### src/rtl/prach_hb2_pair_sched.sv
// prach_hb2_pair_sched
// Front-end scheduler for the channelised half-band decimator. Each channel's
// even-frame sample is parked in a small pair memory. When the same channel's
// odd-frame sample arrives, the even/odd pair is emitted one clock later.
// The block also tracks frame alignment and flags sync and channel-order errors.

module prach_hb2_pair_sched #(
   parameter int NUM_CHANNEL      = 32,
   parameter int NUM_CHANNEL_USED = 24,
   parameter int WIDTH            = 16
) (
   input  logic             clk,
   input  logic             rst_n,
   input  logic [WIDTH-1:0] din_dq,
   input  logic             din_dv,
   input  logic [7:0]       din_chn,
   input  logic             sync_in,
   output logic [WIDTH-1:0] dout_dp1,
   output logic [WIDTH-1:0] dout_dp2,
   output logic             dout_dv,
   output logic [7:0]       dout_chn,
   output logic             sync_out,
   output logic             locked,
   output logic             err_sync,
   output logic             err_order
);

   // A channel number is legal only if it is an active channel and also fits
   // in the TDM frame.
   localparam int CHN_LIMIT = (NUM_CHANNEL_USED < NUM_CHANNEL) ? NUM_CHANNEL_USED : NUM_CHANNEL;
   localparam int ADDR_W = (NUM_CHANNEL_USED > 1) ? $clog2(NUM_CHANNEL_USED) : 1;
   localparam logic [7:0] LAST_CHN  = 8'(NUM_CHANNEL_USED - 1);
   localparam logic [7:0] CHN_LIM8  = 8'(CHN_LIMIT);

   typedef enum logic [1:0] {
      HUNT = 2'd0,
      EVEN = 2'd1,
      ODD  = 2'd2
   } state_t;

   state_t            state_q, state_d;
   logic [7:0]        expChn_q, expChn_d;
   logic              memWe;
   logic              pairOut;
   logic              errSync_d;
   logic              errOrder_d;
   logic              chnInRange;
   logic [ADDR_W-1:0] memAddr;
   logic [WIDTH-1:0]  pairMem [NUM_CHANNEL_USED];

   assign chnInRange = (din_chn < CHN_LIM8);
   assign memAddr    = din_chn[ADDR_W-1:0];
   assign locked     = (state_q == EVEN) || (state_q == ODD);

   // Decide, for each valid sample, whether it is stored, paired or rejected,
   // and where the alignment tracker goes next. Idle cycles leave everything as is.
   always_comb begin
      state_d    = state_q;
      expChn_d   = expChn_q;
      memWe      = 1'b0;
      pairOut    = 1'b0;
      errSync_d  = 1'b0;
      errOrder_d = 1'b0;
      if (din_dv) begin
         case (state_q)
            HUNT: begin
               if (sync_in) begin
                  if (din_chn == 8'd0) begin
                     memWe    = 1'b1;
                     expChn_d = 8'd1;
                     state_d  = EVEN;
                  end else begin
                     errOrder_d = 1'b1;
                  end
               end
            end
            EVEN, ODD: begin
               if (sync_in) begin
                  if (din_chn == 8'd0) begin
                     if (!((state_q == EVEN) && (expChn_q == 8'd0))) begin
                        errSync_d = 1'b1;
                     end
                     memWe    = 1'b1;
                     expChn_d = 8'd1;
                     state_d  = EVEN;
                  end else begin
                     errSync_d  = 1'b1;
                     errOrder_d = 1'b1;
                     expChn_d   = 8'd0;
                     state_d    = HUNT;
                  end
               end else if ((din_chn != expChn_q) || !chnInRange) begin
                  errOrder_d = 1'b1;
                  expChn_d   = 8'd0;
                  state_d    = HUNT;
               end else begin
                  if (state_q == EVEN) begin
                     memWe = 1'b1;
                  end else begin
                     pairOut = 1'b1;
                  end
                  if (din_chn == LAST_CHN) begin
                     expChn_d = 8'd0;
                     state_d  = (state_q == EVEN) ? ODD : EVEN;
                  end else begin
                     expChn_d = expChn_q + 8'd1;
                  end
               end
            end
            default: begin
               expChn_d = 8'd0;
               state_d  = HUNT;
            end
         endcase
      end
   end

   // Pair memory holds the even-frame sample of each channel; it needs no reset
   // because it is always written before it is read.
   always_ff @(posedge clk) begin
      if (memWe) begin
         pairMem[memAddr] <= din_dq;
      end
   end

   // Alignment state and registered outputs; pair data holds between outputs.
   always_ff @(posedge clk or negedge rst_n) begin
      if (!rst_n) begin
         state_q   <= HUNT;
         expChn_q  <= 8'd0;
         dout_dp1  <= '0;
         dout_dp2  <= '0;
         dout_dv   <= 1'b0;
         dout_chn  <= 8'd0;
         sync_out  <= 1'b0;
         err_sync  <= 1'b0;
         err_order <= 1'b0;
      end else begin
         state_q   <= state_d;
         expChn_q  <= expChn_d;
         dout_dv   <= pairOut;
         sync_out  <= pairOut && (din_chn == 8'd0);
         err_sync  <= errSync_d;
         err_order <= errOrder_d;
         if (pairOut) begin
            dout_dp1 <= pairMem[memAddr];
            dout_dp2 <= din_dq;
            dout_chn <= din_chn;
         end
      end
   end

endmodule

### config.mk
export PLATFORM = sky130hd
export DESIGN_NAME = prach_hb2_pair_sched
export DESIGN_NICKNAME = d
export VERILOG_FILES = /design/src/rtl/prach_hb2_pair_sched.sv
export SDC_FILE = /design/constraint.sdc
export NUM_CORES = 1
export LEC_CHECK = 0
export BUFFER_PORTS_ARGS = -buffer_cell sky130_fd_sc_hd__buf_2
export CAP_MARGIN = 20
export CORE_ASPECT_RATIO = 0.7
export CORE_MARGIN = 4
export CORE_UTILIZATION = 30
export CTS_CLUSTER_DIAMETER = 100
export CTS_CLUSTER_SIZE = 14
export DETAILED_ROUTE_END_ITERATION = 6
export PLACE_DENSITY_LB_ADDON = 0.3
export SLEW_MARGIN = 0
export SYNTH_ARGS = -nofsm -noshare
export SYNTH_HDL_FRONTEND = slang
export SYNTH_SLANG_ARGS = --single-unit
### constraint.sdc
create_clock -name clk -period 4.85 [get_ports clk]
set_input_delay 0.2425 -clock clk [delete_from_list [all_inputs] [get_ports clk]]
set_output_delay 0.2425 -clock clk [all_outputs]
set_load 0.1 [all_outputs]
**Word-level counts from Yosys, hierarchy flattened**

Memory sizes are Yosys's and may differ from the RTL's. A register that Yosys moved wholly into a read port is not among the register bits.
Cells that the tools add are included.

- Register bits after elaboration: 38
- Bits in writable memories: 384
- Input port bits: 28
- Output and inout port bits: 45
- Word-level logic and storage cells: 70
- Memories kept: 1

- Add/sub/neg operators: 1
- $lt $le $gt $ge: 1
- Equal/unequal tests: 7
- Muxes and demuxes: 40
- Reductions and logical operators: 12

Memories:

| memory | depth | bits a word | read ports | clocked after Yosys merged registers in | wr ports | line | RTL |
|---|---|---|---|---|---|---|---|
| pairMem | 24 | 16 | 1 | 1 | 1 | 49 | `logic [WIDTH-1:0] pairMem [NUM_CHANNEL_USED];` |

Operator list:

| cell | count |
|---|---|
| $mux 8 | 5 |
| $mux 1 | 25 |
| $logic_not 8->1 | 2 |
| $pmux 8 s2 | 1 |
| $mux 2 | 6 |
| $add 8x1->8 const B | 1 |
| $eq 8x5->1 const B | 1 |
| $lt 8x5->1 const B | 1 |
| $ne 8x8->1 | 1 |
| $ne 2x2->1 const B | 2 |
| $ne 4x4->1 const B | 1 |
| $pmux 1 s2 | 2 |
| $pmux 2 s2 | 1 |
| $reduce_and 4->1 | 1 |
| $reduce_and 3->1 | 1 |
| $eq 2x1->1 const B | 1 |
| $eq 2x2->1 const B | 1 |
| $logic_and 1x1->1 | 2 |
| $logic_not 1->1 | 2 |
| $logic_not 2->1 | 1 |
| $logic_or 1x1->1 | 2 |
| $reduce_or 2->1 | 1 |

**Depth between registers and ports, before layout**

- Word-level depth: 9
- Mapped depth: 9
- Mapped depth without buffers: 7

**Worst setup path after synthesis**

No wires, ideal clock.

- Kind: register -> register
- From: reg state_q[0]
- To: mem pairMem[8][0] (enable)
- Setup time: 0.430 ns
- Data arrival time: 3.726 ns
- Data required time: 4.420 ns
- Path slack: 0.694 ns
- Cell stages (with the launch flop): 7
- Buffers on the path: 1
- Clock period less this slack: 4.156 ns
- Cells stage by stage: dfrtp_1 > inv_1 > ha_1 > nand4_1 > clkbuf_1 > o21a_1 > nor4_1

- Word-level cells in the longest chain between the ends: 8
- Elaborated cells between the ends (all ways): 11
- Those cells by class: eq/ne: 2; mux: 7; reduce/logical: 2

RTL lines:

| item | line | RTL |
|---|---|---|
| start, declared | 41 | `state_t state_q, state_d;` |
| start signal, assigned | 139 | `state_q <= state_d;` |
| $eq 2x1->1 | 65, 97 |  |
| $mux 1 | 97 | `if (state_q == EVEN) begin` |
| $mux 1 | 92 | `end else if ((din_chn != expChn_q) \|\| !chnInRange) begin` |
| $mux 1 | 78 | `if (sync_in) begin` |
| $pmux 1 s2 * | 65 | `case (state_q)` |
| $mux 1 * | 64 | `if (din_dv) begin` |
| $mux 1 * | 121 | `if (memWe) begin` |
| $mux 1 (implied by the code) * | 122 | `pairMem[memAddr] <= din_dq;` |
| end, declared | 49 |  |

Every way passes the cells marked *; elsewhere a longest branch is shown, timed or not.

**Final worst setup path**

- From: in din_chn[2]
- To: reg dout_dp1[5], read port of pairMem

- Word-level cells in the longest chain between the ends: 7
- Elaborated cells between the ends (all ways): 8
- Those cells by class: order compare: 1; eq/ne: 1; mux: 4; reduce/logical: 2

RTL lines:

| item | line | RTL |
|---|---|---|
| start, declared | 16 | `input logic [7:0] din_chn,` |
| $lt 8x5->1 | 51 | `assign chnInRange = (din_chn < CHN_LIM8);` |
| $logic_not 1->1 | 92 |  |
| $logic_or 1x1->1 | 92 |  |
| $mux 1 | 92 |  |
| $mux 1 | 78 |  |
| $mux 1 | 65 |  |
| $mux 1 | 64 |  |
| end, declared | 18 | `output logic [WIDTH-1:0] dout_dp1,` |

Several ways; a longest one is shown, not always the timed one.
A chain may end at the register's enable or synchronous reset.

==> qor.csv <==
metric,value,unit
critical hold path startpoint,sync_in,
Vias,8822,
TNS Setup,0,ps
r2r startpoint,expChn_q[3]$_DFFE_PN0P_,
post-synthesis adder-cell area fraction,0.366,%
Flop pwr share,57.0,%
Leakage,6.75,nW
clock power share,38.1,%
sequential share of the synthesized area,75.3,%
Clock transition at path regs,70,ps
critical path peak fanout,45,
Tot GR Track Use,14.7,%
CP dominant cell by count,buf_4,
Post-Synth Simple-Gate Area,3.90,%
Routability Congestion,0.816,
largest cells by area after synthesis,"edfxtp_1, dfrtp_1, mux4_2",
crit path DAT,3490,ps
CP Launch Type,input pin,
final routed DRC violation total,0,
first-pass GRT wire length,65.5,mm
CTS Buffer Depth,3,
unrepaired setup endpoints after global routing,no,
most frequent cell after synthesis,edfxtp_1,
Max Cap Viol,0,
PortBufs,72,
critical-path cell list,buf_4 > buf_4 > buf_4 > mux4_2 > o21ai_0 > nand3_1 > mux2_2,
status,"finished, final reports clean",
Cell variety after synth,51,
Worst EP required,5270,ps
critical path's slowest cell,o21ai_0,
Syn Area/Cell,19.1,µm²
Crit Path Class,input pin to flop,
gr ovfl total,0,
Crit path max-delay family,buffers and inverters,
final setup margin,1780,ps
Tot Pwr,7.19,mW
worst-skew pair later-pin latency,550,ps
power per cell area,368,nW/µm²
cells after synthesis,897,
FMAX,326,MHz
wire per inst,25.6,µm
post-synthesis compound-gate area fraction,3.96,%
Fill cells,5252,
post-CTS sizing,0,
Setup Viol. Count Final,0,
switching pwr,1.54,mW
CTS H-tree depth,2,
io pins,73,
layout cell share with drive strength beyond 1,26.3,%
Switching Share,21.5,%
commonest register cell after synthesis,edfxtp_1,
Register Area,12900,µm²
# clock sinks,438,
DP Area,18500,µm²
Tcrit/Tclk final,63.3,%
largest net degree at the start of global routing,55,
largest family of logic cells by synthesized area,multiplexers,
CTS root buffer,clkbuf_16,
"Min Clock Period, post-route",3070,ps
WHS,106,ps
Comb pwr share,4.9,%
core area,55900,µm²
"slowest stage delay, CP",880,ps
Yosys reg bits,438,
Synth Cell Area,17100,µm²
Worst Skew,22.9,ps
relative slew slack,24.3,%
max-slew violations,0,
Synth async-reset ratio,12.3,%
mux share of post-synthesis cell area,14.7,%
post-synth top area cell,edfxtp_1,
"Buf+Inv Stages, Crit Path",3,
slew of the pin with the lowest slew margin,1120,ps
CTS tree,done,
Setup crit start,din_chn[2],
# nets final,1030,
Peak VDD IR,186,µV
area of the die,61000,µm²
Area Overhead vs Synth,14.3,%
Rows,72,
Synth Area in XOR/XNOR,0.205,%
"Net Count, Synth",930,
Routed Antenna Nets,0,
Post-DP HPWL,27.9,mm
first drt pass iteration count,5,
Initial Util,30.6,%
initial antenna violation count,2,
fin area,19600,µm²
internal power,5.65,mW
final WL,45.1,mm
Worst setup EP type,flop,
die width,293,µm
die height,208,µm
Via density,5.00,
Fin. Hold Viols,0,
HP Class,input pin to flop,
Post-synth top cells,"edfxtp_1, mux2i_1, mux4_2",
vias in the first global route,8914,
pre-CTS setup slack,1270,ps
synth warn,0,
cts bufs inserted,37,
top-area cell type share of the netlist area,67.4,%
Multi-input gate area,4000,µm²
Detailed Route Iter0 Violations,1018,
Post-synth EDFFs,384,
-- cell usage in the layout (no fill, tap or decap), drive strengths merged, types with 2 or more instances in the layout --
master | Yosys | layout
a21oi | 3 | 3
a221oi | 15 | 15
a22oi | 30 | 30
a31oi | 3 | 3
a41oi | 2 | 2
and2 | 6 | 6
buf | 29 | 111
clkbuf | 22 | 63
dfrtp | 54 | 54
edfxtp | 384 | 384
ha | 5 | 5
inv | 6 | 9
mux2 | 38 | 38
mux2i | 75 | 75
mux4 | 59 | 59
nand2 | 29 | 29
nand2b | 3 | 3
nand3 | 27 | 27
nand3b | 4 | 4
nand4 | 2 | 2
nor2 | 21 | 21
nor2b | 9 | 9
nor3 | 14 | 14
nor3b | 2 | 2
nor4 | 3 | 3
o2111ai | 8 | 8
o21a | 2 | 2
o21ai | 17 | 17
o31ai | 3 | 3
or2 | 4 | 4
or3 | 2 | 2
xor2 | 4 | 4
-- routing by layer --
metal | up-vias | share of wire, % | GRT usage [%]
met1 | 4666 | 47 | 22.0
met5 | - | 0 | 0
met2 | 283 | 42 | 20.7
met4 | 0 | 1.3 | 2.27
met3 | 42 | 9.9 | 5.67
li1 | 3831 | - | -
-- flip-flops by register name, indices dropped and copies added (netlist names) --
signal / flops
state_q: 2
err_sync: 1
expChn_q: 8
err_order: 1
dout_chn: 8
dout_dp1: 16
dout_dv: 1
dout_dp2: 16
pairMem: 384
sync_out: 1
-- power by group through the flow --
stage	Sequential (mW)	Clock, mW	Combinational, mW
after CTS	4.10	2.81	0.354
final	4.10	2.74	0.350
after global routing	4.10	2.98	0.378
after detailed placement	4.18	0	0.353
after floorplan	4.19	0	0.177
after global placement	4.18	0	0.349
-- cell type report --
cell class	instances	area share, %
Antenna cell	1	0.0128
Clock buffer	63	5.23
Multi-Input combinational cell	402	20.5
Sequential cell	438	65.9
Inverter	6	0.115
Tap cell	740	4.73
Clock inverter	3	0.147
Timing Repair Buffer	112	3.43
-- worst register-to-register path, delay by kind of cell, from the launching register on --
| kind | cells | cell delay, ps |
|---|---|---|
| buf+inv | 1 | 320 |
| flops | 1 | 480 |
| xor+xnor | 1 | 180 |
| simple gates | 4 | 1690 |
-- worst paths after layout --
path	cells after the start	to	slack (ps)
setup / recovery	7	dout_dp1[5]$_DFFE_PN0P_	1780
hold / removal	3	err_order$_DFF_PN0_	110
setup reg to reg	6	pairMem[11][5]$_DFFE_PP_	1830
hold reg to reg	1	dout_chn[7]$_DFFE_PN0P_	490
max in group asynchronous	3	dout_dp2[1]$_DFFE_PN0P_	3820
min in group asynchronous	3	dout_dp1[12]$_DFFE_PN0P_	400
-- timing repair --
item                                   CTS  global route
setup endpoints to repair                0             0
endpoints found under the hold margin   54             0
hold buffers                             1             0
setup buffers                            0             0
-- logic make-up (layout without fill, tap and decap cells) --
family	after synthesis	after routing
flip-flops	438	438
multiplexers	172	172
AND/OR/NAND/NOR	129	129
AO/OA/AOI/OAI	92	92
buffers and inverters	57	184
adder cells (fa/ha/maj)	5	5
XOR/XNOR	4	4
other	0	1
-- stage by stage --
stage,util (%),std cells
detailed placement,33.1,1697
floorplan,-,897
finish,35.0,1765
global route,35.0,1764
CTS,35.0,1764
global placement,33.1,1697
No activity file was read; power rests on OpenSTA's default activity.
